`src/rtl/tx_arb_pkg.sv`:
```
// Shared types and constants for the transmit-channel frame arbiter.
package tx_arb_pkg;

    typedef enum logic [2:0] {
        IDLE    = 3'd0,
        WAIT_DV = 3'd1,
        PASS    = 3'd2,
        DRAIN   = 3'd3,
        GAP     = 3'd4
    } arb_state_e;

    localparam int DEF_NUM_REQ       = 4;
    localparam int DEF_IFG_CYCLES    = 12;
    localparam int DEF_MAX_LEN       = 1518;
    localparam int DEF_START_TIMEOUT = 16;

    // Never returns 0, so degenerate parameter values still yield a legal vector width.
    function automatic int clog2_safe(input int value);
        int bits;
        bits = 1;
        while ((1 << bits) < value) begin
            bits++;
        end
        return bits;
    endfunction

endpackage

```
`src/rtl/tx_frame_arbiter_if.sv`:
```
// Bundle between the frame sources (master) and the arbiter (slave).
interface tx_frame_arbiter_if
    import tx_arb_pkg::*;
#(
    parameter int NUM_REQ = DEF_NUM_REQ
);

    logic [NUM_REQ-1:0]   req;
    logic [NUM_REQ*8-1:0] rxd;
    logic [NUM_REQ-1:0]   rx_dv;
    logic [NUM_REQ-1:0]   gnt;
    logic [7:0]           txd;
    logic                 tx_en;
    logic                 busy;
    logic [15:0]          frame_cnt;
    logic                 timeout_err;
    logic                 len_err;

    modport master (
        output req,
        output rxd,
        output rx_dv,
        input  gnt,
        input  txd,
        input  tx_en,
        input  busy,
        input  frame_cnt,
        input  timeout_err,
        input  len_err
    );

    modport slave (
        input  req,
        input  rxd,
        input  rx_dv,
        output gnt,
        output txd,
        output tx_en,
        output busy,
        output frame_cnt,
        output timeout_err,
        output len_err
    );

endinterface

```
`src/rtl/rr_select.sv`:
```
// Combinational round-robin picker: first set request at or above the pointer, wrapping.
module rr_select
    import tx_arb_pkg::*;
#(
    parameter  int N     = DEF_NUM_REQ,
    localparam int IDX_W = clog2_safe(N)
) (
    input  logic [N-1:0]     req_i,
    input  logic [IDX_W-1:0] ptr_i,
    output logic [IDX_W-1:0] winner_o,
    output logic             valid_o
);

    logic [IDX_W-1:0] cand [N];
    logic [N-1:0]     hit;

    // cand[gi] is the source examined at priority offset gi from the pointer.
    for (genvar gi = 0; gi < N; gi++) begin : g_cand
        logic [IDX_W:0] sum;
        assign sum       = {1'b0, ptr_i} + (IDX_W+1)'(gi);
        assign cand[gi]  = (sum >= (IDX_W+1)'(N)) ? IDX_W'(sum - (IDX_W+1)'(N)) : sum[IDX_W-1:0];
        assign hit[gi]   = req_i[cand[gi]];
    end

    always_comb begin
        winner_o = '0;
        valid_o  = 1'b0;
        for (int i = N - 1; i >= 0; i--) begin
            if (hit[i]) begin
                winner_o = cand[i];
                valid_o  = 1'b1;
            end
        end
    end

endmodule

```
`src/rtl/tx_frame_arbiter.sv`:
```
// Grants the shared transmit channel to one source per frame, round-robin, with
// inter-frame gap, length cap and start-timeout enforcement.
module tx_frame_arbiter
    import tx_arb_pkg::*;
#(
    parameter int NUM_REQ       = DEF_NUM_REQ,
    parameter int IFG_CYCLES    = DEF_IFG_CYCLES,
    parameter int MAX_LEN       = DEF_MAX_LEN,
    parameter int START_TIMEOUT = DEF_START_TIMEOUT
) (
    input  logic               clk,
    input  logic               rst,
    tx_frame_arbiter_if.slave  bus
);

    localparam int IDX_W = clog2_safe(NUM_REQ);
    localparam int LEN_W = clog2_safe(MAX_LEN + 1);
    localparam int TMO_W = clog2_safe(START_TIMEOUT);
    localparam int GAP_W = clog2_safe(IFG_CYCLES);

    localparam logic [LEN_W-1:0]   LEN_MAX  = LEN_W'(MAX_LEN);
    localparam logic [TMO_W-1:0]   TMO_LAST = TMO_W'(START_TIMEOUT - 1);
    localparam logic [GAP_W-1:0]   GAP_LAST = GAP_W'((IFG_CYCLES > 0) ? IFG_CYCLES - 1 : 0);
    localparam logic [NUM_REQ-1:0] GNT_ONE  = NUM_REQ'(1);
    localparam arb_state_e         AFTER_FRAME = (IFG_CYCLES > 0) ? GAP : IDLE;

    arb_state_e         state_q;
    logic [NUM_REQ-1:0] gnt_q;
    logic [IDX_W-1:0]   sel_q;
    logic [IDX_W-1:0]   ptr_q;
    logic [IDX_W-1:0]   ptr_d;
    logic [7:0]         txd_q;
    logic               tx_en_q;
    logic [LEN_W-1:0]   len_q;
    logic [LEN_W-1:0]   len_d;
    logic [TMO_W-1:0]   tmo_q;
    logic [TMO_W-1:0]   tmo_d;
    logic [GAP_W-1:0]   gap_q;
    logic [GAP_W-1:0]   gap_d;
    logic [15:0]        frame_cnt_q;
    logic [15:0]        frame_cnt_d;
    logic               timeout_err_q;
    logic               len_err_q;

    logic [IDX_W-1:0]   rr_winner;
    logic               rr_valid;
    logic [7:0]         rxd_arr [NUM_REQ];
    logic               sel_dv;
    logic               sel_req;
    logic [7:0]         sel_rxd;

    for (genvar gi = 0; gi < NUM_REQ; gi++) begin : g_lane
        assign rxd_arr[gi] = bus.rxd[8*gi +: 8];
    end

    // Only the granted source is ever looked at; every other lane is ignored.
    assign sel_dv  = bus.rx_dv[sel_q];
    assign sel_req = bus.req[sel_q];
    assign sel_rxd = rxd_arr[sel_q];

    rr_select #(
        .N (NUM_REQ)
    ) u_rr_select (
        .req_i    (bus.req),
        .ptr_i    (ptr_q),
        .winner_o (rr_winner),
        .valid_o  (rr_valid)
    );

    assign ptr_d       = (rr_winner == IDX_W'(NUM_REQ - 1)) ? '0 : rr_winner + IDX_W'(1);
    assign len_d       = len_q + LEN_W'(1);
    assign tmo_d       = tmo_q + TMO_W'(1);
    assign gap_d       = gap_q + GAP_W'(1);
    assign frame_cnt_d = frame_cnt_q + 16'd1;

    always_ff @(posedge clk) begin
        if (rst) begin
            state_q       <= IDLE;
            gnt_q         <= '0;
            sel_q         <= '0;
            ptr_q         <= '0;
            txd_q         <= '0;
            tx_en_q       <= 1'b0;
            len_q         <= '0;
            tmo_q         <= '0;
            gap_q         <= '0;
            frame_cnt_q   <= '0;
            timeout_err_q <= 1'b0;
            len_err_q     <= 1'b0;
        end else begin
            timeout_err_q <= 1'b0;
            len_err_q     <= 1'b0;
            case (state_q)
                IDLE: begin
                    if (rr_valid) begin
                        gnt_q   <= GNT_ONE << rr_winner;
                        sel_q   <= rr_winner;
                        ptr_q   <= ptr_d;
                        tmo_q   <= '0;
                        state_q <= WAIT_DV;
                    end
                end
                WAIT_DV: begin
                    if (sel_dv) begin
                        txd_q   <= sel_rxd;
                        tx_en_q <= 1'b1;
                        len_q   <= LEN_W'(1);
                        state_q <= PASS;
                    end else if (!sel_req) begin
                        gnt_q   <= '0;
                        state_q <= IDLE;
                    end else if (tmo_q == TMO_LAST) begin
                        gnt_q         <= '0;
                        timeout_err_q <= 1'b1;
                        state_q       <= IDLE;
                    end else begin
                        tmo_q <= tmo_d;
                    end
                end
                PASS: begin
                    if (sel_dv) begin
                        if (len_q < LEN_MAX) begin
                            txd_q   <= sel_rxd;
                            tx_en_q <= 1'b1;
                            len_q   <= len_d;
                        end else begin
                            // Truncate but keep the grant so the tail of the frame is swallowed.
                            tx_en_q   <= 1'b0;
                            len_err_q <= 1'b1;
                            state_q   <= DRAIN;
                        end
                    end else begin
                        tx_en_q     <= 1'b0;
                        gnt_q       <= '0;
                        frame_cnt_q <= frame_cnt_d;
                        gap_q       <= '0;
                        state_q     <= AFTER_FRAME;
                    end
                end
                DRAIN: begin
                    if (!sel_dv) begin
                        gnt_q       <= '0;
                        frame_cnt_q <= frame_cnt_d;
                        gap_q       <= '0;
                        state_q     <= AFTER_FRAME;
                    end
                end
                GAP: begin
                    if (gap_q == GAP_LAST) begin
                        state_q <= IDLE;
                    end else begin
                        gap_q <= gap_d;
                    end
                end
                default: begin
                    state_q <= IDLE;
                    gnt_q   <= '0;
                    tx_en_q <= 1'b0;
                end
            endcase
        end
    end

    assign bus.gnt         = gnt_q;
    assign bus.txd         = txd_q;
    assign bus.tx_en       = tx_en_q;
    assign bus.busy        = (state_q != IDLE);
    assign bus.frame_cnt   = frame_cnt_q;
    assign bus.timeout_err = timeout_err_q;
    assign bus.len_err     = len_err_q;

endmodule

```
`src/flat_wrapper.sv`:
```
// flat-port wrapper written by rule: the top's interface ports become plain ports
module tx_frame_arbiter_flat import tx_arb_pkg::*;
#(
    parameter int NUM_REQ       = DEF_NUM_REQ,
    parameter int IFG_CYCLES    = DEF_IFG_CYCLES,
    parameter int MAX_LEN       = DEF_MAX_LEN,
    parameter int START_TIMEOUT = DEF_START_TIMEOUT
)
  (clk, rst, bus_req, bus_rxd, bus_rx_dv, bus_gnt, bus_txd, bus_tx_en, bus_busy, bus_frame_cnt, bus_timeout_err, bus_len_err);
  tx_frame_arbiter_if #(.NUM_REQ(NUM_REQ)) bus_i ();
  input  logic clk;
  input  logic rst;
  input wire logic [$bits(bus_i.req)-1:0] bus_req;
  input wire logic [$bits(bus_i.rxd)-1:0] bus_rxd;
  input wire logic [$bits(bus_i.rx_dv)-1:0] bus_rx_dv;
  output wire logic [$bits(bus_i.gnt)-1:0] bus_gnt;
  output wire logic [$bits(bus_i.txd)-1:0] bus_txd;
  output wire logic [$bits(bus_i.tx_en)-1:0] bus_tx_en;
  output wire logic [$bits(bus_i.busy)-1:0] bus_busy;
  output wire logic [$bits(bus_i.frame_cnt)-1:0] bus_frame_cnt;
  output wire logic [$bits(bus_i.timeout_err)-1:0] bus_timeout_err;
  output wire logic [$bits(bus_i.len_err)-1:0] bus_len_err;
  assign bus_i.req = bus_req;
  assign bus_i.rxd = bus_rxd;
  assign bus_i.rx_dv = bus_rx_dv;
  assign bus_gnt = bus_i.gnt;
  assign bus_txd = bus_i.txd;
  assign bus_tx_en = bus_i.tx_en;
  assign bus_busy = bus_i.busy;
  assign bus_frame_cnt = bus_i.frame_cnt;
  assign bus_timeout_err = bus_i.timeout_err;
  assign bus_len_err = bus_i.len_err;
  tx_frame_arbiter #(.NUM_REQ(NUM_REQ), .IFG_CYCLES(IFG_CYCLES), .MAX_LEN(MAX_LEN), .START_TIMEOUT(START_TIMEOUT)) u_core (.clk(clk), .rst(rst), .bus(bus_i));
endmodule
```
`config.mk`:
```
export PLATFORM = sky130hd
export DESIGN_NAME = tx_frame_arbiter_flat
export DESIGN_NICKNAME = d
export VERILOG_FILES = /design/src/rtl/tx_arb_pkg.sv /design/src/rtl/tx_frame_arbiter_if.sv /design/src/rtl/rr_select.sv /design/src/rtl/tx_frame_arbiter.sv /design/src/flat_wrapper.sv
export SDC_FILE = /design/constraint.sdc
export NUM_CORES = 1
export LEC_CHECK = 0
export ABC_AREA = 1
export CAP_MARGIN = 20
export CORE_MARGIN = 5
export CORE_UTILIZATION = 56
export CTS_CLUSTER_SIZE = 40
export DETAILED_ROUTE_END_ITERATION = 7
export GPL_TIMING_DRIVEN = 0
export HOLD_SLACK_MARGIN = 0.1
export PLACE_DENSITY = 0.86
export SYNTH_ARGS = -nofsm -noshare
export SYNTH_HDL_FRONTEND = slang
export SYNTH_SLANG_ARGS = --single-unit
export TNS_END_PERCENT = 1
```
`constraint.sdc`:
```
create_clock -name clk -period 2.83 [get_ports clk]
set_input_delay 0.7075 -clock clk [delete_from_list [all_inputs] [get_ports clk]]
set_output_delay 0.7075 -clock clk [all_outputs]
set_load 0.02 [all_outputs]
```
---- Word level (Yosys, flattened, before mapping) ----
Cells that the tools add are included.
word-level totals
  output and inout bits ................... 32
  flip-flop bits (word level) ............. 57
  logic and storage cells ................. 145
operators by class
  multiplexer cells ....................... 64
  add/subtract/negate cells ............... 12
  bitwise operators ....................... 7
  shifts and indexed selects .............. 1
  magnitude comparators ................... 11
  reduce and logical (&&, ||, !) cells .... 17
  eq/ne operators ......................... 21
operators with widths
  operator                                                                 number
  4-bit two-way mux                                                        10
  8-bit two-way mux                                                        5
  11-bit two-way mux                                                       3
  3-bit two-way mux                                                        8
  11-bit case mux with 2 select lines                                      1
  2-bit two-way mux                                                        9
  16-bit by 1-bit adder with 16-bit output, second input constant          1
  8-bit binary-select mux with 2-bit select                                1
  4-bit case mux with 2 select lines                                       2
  4-bit case mux with 4 select lines                                       1
  8-bit case mux with 2 select lines                                       1
  2-bit by 3-bit < comparator with 1-bit output, second input constant     5
  1-bit two-way mux                                                        15
  3-bit case mux with 5 select lines                                       1
  5-bit AND reduction                                                      3
  1-bit binary-select mux with 2-bit select                                6
  3-bit greater-or-equal comparator, second input constant                 4
  2-bit by 1-bit inequality test with 1-bit output, second input constant  6
  11-bit by 1-bit adder with 11-bit output, second input constant          1
  11-bit < comparator, second input constant                               1
  2-bit inequality test, second input constant                             5
  4-bit by 1-bit adder with 4-bit output, second input constant            2
  4-bit == test, second input constant                                     2
  2-bit by 1-bit subtractor with 2-bit output, second input constant       4
  23 further kinds                                                         36

---- Depth between registers and ports, before layout ----
  word-level depth ........................ 12
  depth in mapped cells ................... 14

---- By module ----
From an unflattened synthesis, not the netlist that was laid out.
second synthesis, totals
  cell total of the unflattened synthesis .. 538
  area, all modules ....................... 3,400.8 um2
modules (own cells, without submodules)
  module            cells an instance  instances  area an instance (um2)  sequential area each (um2)
  tx_frame_arbiter  494                1          3,175.5                 1,141.1
  rr_select         44                 1          225.2                   0.0

---- Worst setup path after synthesis ----
Ideal clock, no wire load.
  path type ............................... input to register
  from .................................... in bus_req[3]
  to ...................................... reg u_core.ptr_q[1]
  data required time ...................... 2.714 ns
  data arrival time ....................... 1.845 ns
  path slack .............................. 0.870 ns
  setup time .............................. 0.116 ns
  stages on the path ...................... 11
  path through ............................ inv_1 > o21ai_0 > nand2_1 > nand3_1 > o21ai_0 > nand2_1 > nand2_1 > inv_1 > ha_1 > o21ai_0 > nor2_1
between the ends
  word-level cells in the longest chain between the ends .. 8
RTL lines
  element                                                                  RTL line                source
  from (decl)                                                              flat_wrapper.sv:13      input wire logic [$bits(bus_i.req)-1:0] bus_req;
  1-bit binary-select mux with 2-bit select                                rr_select.sv:22         assign hit[gi] = req_i[cand[gi]];
  1-bit two-way mux (not written as such)                                  rr_select.sv:22
  2-bit two-way mux (3 in series)                                          rr_select.sv:29         if (hit[i]) begin
  2-bit two-way mux (*)                                                    rr_select.sv:29
  net u_core.rr_winner[1]                                                  tx_frame_arbiter.sv:45  logic [IDX_W-1:0] rr_winner;
  2-bit by 1-bit adder with 2-bit output or 2-bit == test (tied branches)  tx_frame_arbiter.sv:70  assign ptr_d = (rr_winner == IDX_W'(NUM_REQ - 1)) ? '0 : rr_winner + IDX_W'(1);
  2-bit two-way mux (*)                                                    tx_frame_arbiter.sv:70
  net u_core.ptr_d[1]                                                      tx_frame_arbiter.sv:31  logic [IDX_W-1:0] ptr_d;
  to (signal assigned)                                                     tx_frame_arbiter.sv:98  ptr_q <= ptr_d;
  to (decl)                                                                tx_frame_arbiter.sv:30  logic [IDX_W-1:0] ptr_q;
Mark *: on every way through the listed nets, which the timed path passes. The rest lies on a longest branch. The select of a mux whose other input is x is not followed.
A chain may end at the register's enable or synchronous reset.

---- Final worst setup path ----
  from .................................... reg u_core.state_q[1]
  to ...................................... out bus_busy
between the ends
  word-level cells in the longest chain between the ends .. 1
RTL lines
  element                 RTL line                 source
  from (decl)             tx_frame_arbiter.sv:27   arb_state_e state_q;
  from (signal assigned)  tx_frame_arbiter.sv:78   state_q <= IDLE;
  from (signal assigned)  tx_frame_arbiter.sv:100  state_q <= WAIT_DV;
  from (signal assigned)  tx_frame_arbiter.sv:108  state_q <= PASS;
  3-bit nonzero test      tx_frame_arbiter.sv:167  assign bus.busy = (state_q != IDLE);
  to (decl)               flat_wrapper.sv:19       output wire logic [$bits(bus_i.busy)-1:0] bus_busy;
Every way passes these cells.

==> impl_metrics.py <==
metrics = {
    "layout": {
        "multi_input_area_um2": 2090,
        "fillCellCount": 533,
        "area_growth_syn_to_layout_pct": 27.4,
        "antennaDiodeCount": 0,
        "drive_gt1_share_pct": 10.8,
        "layout.nets": 677,
        "regArea_um2": 1140,
    },
    "cts": {
        "cts_buffer_depth": 2,
        "cts_resized": 0,
        "cts_buffers": 9,
        "path_clk_slew_ns": 0.06,
        "cts_tree": "yes",
        "cts_root_buffer": "clkbuf_8",
        "hold_buffers": 0,
        "ctsHtreeMaxLevel": 3,
        "clk_latency_ns": 0.34,
        "post_cts.repair.setup_buffers": 0,
        "cts_sinks": 57,
    },
    "yosys": {
        "synth_seq_area_share_pct": 32.3,
        "netlist_area_um2": 3530,
        "synth_seq_cells": 57,
        "yosys-top-cells-area": "dfxtp_1 (32%), nand2_1 (14%), nor2_1 (9.4%)",
        "synth_nets": 594,
        "netlist_instances": 544,
        "syn_area_per_cell_um2": 6.49,
        "synth_top_area_share_pct": 32.3,
        "yosysWarnings": 0,
        "synth.distinct_cells": 34,
        "synth_area_leader_cell": "dfxtp_1",
    },
    "global_routing": {
        "grt_overflow": 0,
        "grt_max_degree": 11,
        "grt_pass1_vias": 3636,
        "track_usage_pct": 24.4,
        "antenna_found_initial": 0,
        "grt_pass1_wl_um": 15500,
    },
    "worst_setup_path": {
        "cp_common_cell": "inv_1",
        "r2r_end": "u_core.ptr_q[1]$_SDFFE_PP0P_",
        "end_kind": "output pin",
        "crit_chain": "inv_1 > nand2_1 > nor2_2 > inv_1 > clkdlybuf4s50_1",
        "r2r_cells": 12,
        "crit_required_ns": 2.12,
        "slowest_delay_ns": 0.57,
        "crit_start": "u_core.state_q[1]$_SDFFE_PP0P_",
        "r2r-start": "u_core.ptr_q[0]$_SDFFE_PP0P_",
        "ff2ff_setup_slack_ns": 0.85,
        "startpoint_type": "flop",
        "path_class": "reg2out",
        "cp-endpoint": "bus_busy",
        "crit_fanout": 7,
        "cp_slowest_cell": "clkdlybuf4s50_1",
        "worst_ep_arrival_time_ns": 1.92,
    },
    "floorplan": {
        "fp.dieH_um": 89.4,
        "die_w_um": 89.4,
        "io_pins": 74,
        "coreArea_um2": 6240,
        "rows": 29,
        "start_util_pct": 56.5,
        "die_area_um2": 7990,
    },
    "timing": {
        "fin_skew_ns": 0.0115,
        "fmax_mhz": 380,
        "period_minus_slack_ns": 2.63,
        "finalMaxSlewViolations": 0,
        "max-slew-margin-rel_pct": 57.0,
        "rsz0062_at_grt": "false",
        "setup_tns_ns": 0,
        "finalHoldViolations": 0,
        "period_share_pct": 92.9,
        "setup-violations-final": 0,
        "worstMarginPinSlew_ns": 0.645,
    },
    "pwr": {
        "leakage_nw": 1.78,
        "power.density_nw_per_um2": 811,
        "ir_drop_mv": 0.634,
        "finalPower_mw": 3.65,
    },
    "drt": {
        "vias": 3765,
        "post-route-drc-count": 0,
        "wirelength_um": 9490,
        "first_pass_iters": 5,
        "post_drt_via_cell_ratio": 5.33,
        "ant_nets": 0,
        "drt_iter0_drc": 162,
        "wl_per_cell_um": 13.4,
    },
    "flow_run": {
        "cap_violations": 0,
    },
    "min_path": {
        "hp-class": "reg2reg",
    },
    "placement": {
        "hpwl_um": 7050,
        "gp_congestion": 0.944,
        "place.port_buffers": 72,
    },
    "status": {
        "status": "finished, final reports clean",
    },
}
## per-layer routing
layer	vias to the layer above	track usage (%)	part of all wire, %	wire length, um
met3	16	4.70	7.1	672
li1	1918	-	-	-
met4	0	9.88	1.9	183
met2	116	43.6	49	4620
met1	1715	28.3	42	4020
met5	-	0	0	0
## how the worst min path moves through the flow
stage / depth (start not counted) / endpoint / start
2_1_floorplan: 2 / u_core.len_q[1]$_SDFFE_PP0P_ / u_core.len_q[1]$_SDFFE_PP0P_
3_3_place_gp: 2 / u_core.bus.txd[0]$_SDFFE_PP0P_ / u_core.bus.txd[0]$_SDFFE_PP0P_
3_5_place_dp: 2 / u_core.bus.txd[5]$_SDFFE_PP0P_ / u_core.bus.txd[5]$_SDFFE_PP0P_
4_1_cts: 2 / u_core.bus.txd[5]$_SDFFE_PP0P_ / u_core.bus.txd[5]$_SDFFE_PP0P_
5_1_grt: 2 / u_core.bus.txd[0]$_SDFFE_PP0P_ / u_core.bus.txd[0]$_SDFFE_PP0P_
6_report: 2 / u_core.bus.txd[5]$_SDFFE_PP0P_ / u_core.bus.txd[5]$_SDFFE_PP0P_
## per-stage QoR
step | hold WS [ns] | worst slack, ns | instances | utilization (%) | instance area (um2)
2_1_floorplan | 0.456 | 0.870 | 544 | - | 3530
5_1_grt | 0.493 | 0.112 | 707 | 72.0 | 4500
6_report | 0.470 | 0.201 | 707 | 72.0 | 4500
4_1_cts | 0.468 | 0.205 | 707 | 72.0 | 4500
3_3_place_gp | 0.451 | 0.207 | 693 | 69.6 | 4350
3_5_place_dp | 0.458 | 0.141 | 693 | 69.6 | 4350
## kinds of logic after synthesis
kind of cell | share of synthesized area (%)
simple gates | 39.3
compound gates | 14.1
buf+inv | 8.47
flops | 32.3
xor+xnor | 2.98
fa+ha+maj | 2.84
## state kept, by name (all words and copies together) (netlist names)
register,cells
u_core.sel_q,2
u_core.tmo_q,4
u_core.bus.gnt,4
u_core.bus.timeout_err,1
u_core.bus.txd,8
u_core.bus.tx_en,1
u_core.bus.frame_cnt,16
u_core.state_q,3
u_core.gap_q,4
u_core.ptr_q,2
u_core.len_q,11
u_core.bus.len_err,1
## cell usage after synthesis, drive strengths merged
library cell,count
a211oi,1
a21boi,1
a21oi,38
and2,3
buf,10
clkbuf,6
dfxtp,57
ha,8
inv,55
nand2,140
nand3,43
nand3b,2
nand4,4
nor2,100
nor3,10
nor4,1
o21ai,42
o22ai,9
or2,2
xnor2,5
xor2,7
## final cells by class
cell class	count	share of cell area [%]
Tap cell	77	2.14
Clock buffer	10	2.84
Multi-Input combinational cell	416	46.5
Timing Repair Buffer	72	16.0
Inverter	55	4.59
Sequential cell	57	25.4
Buffer	16	2.06
Clock inverter	4	0.501
## cells in the final DEF, fill, tap and decap left out, drive strengths merged
| cell | count |
|---|---|
| nand3 | 43 |
| buf | 10 |
| o21ai | 42 |
| xor2 | 7 |
| clkbuf | 16 |
| ha | 8 |
| nand3b | 2 |
| nand4 | 4 |
| a21oi | 38 |
| clkdlybuf4s50 | 72 |
| xnor2 | 5 |
| a211oi | 1 |
| dfxtp | 57 |
| o22ai | 9 |
| nand2 | 140 |
| or2 | 2 |
| clkinv | 3 |
| nor2 | 100 |
| inv | 55 |
| nor4 | 1 |
| a21boi | 1 |
| nor3 | 10 |
| clkinvlp | 1 |
| and2 | 3 |
## power breakdown
part | total (mW) | switching (mW) | leakage, nW | internal (mW)
Clock | 0.613 | 0.311 | 0.0778 | 0.302
Combinational | 1.96 | 1.23 | 1.24 | 0.733
Sequential | 1.07 | 0.116 | 0.463 | 0.954
## worst max-delay path: cells and delay by family (launching register included)
family                 cells  cell delay [ns]
and+or+nand+nor            2             0.40
DFF                        1             0.36
buffers and inverters      3             0.83
No activity file was read; power rests on OpenSTA's default activity.
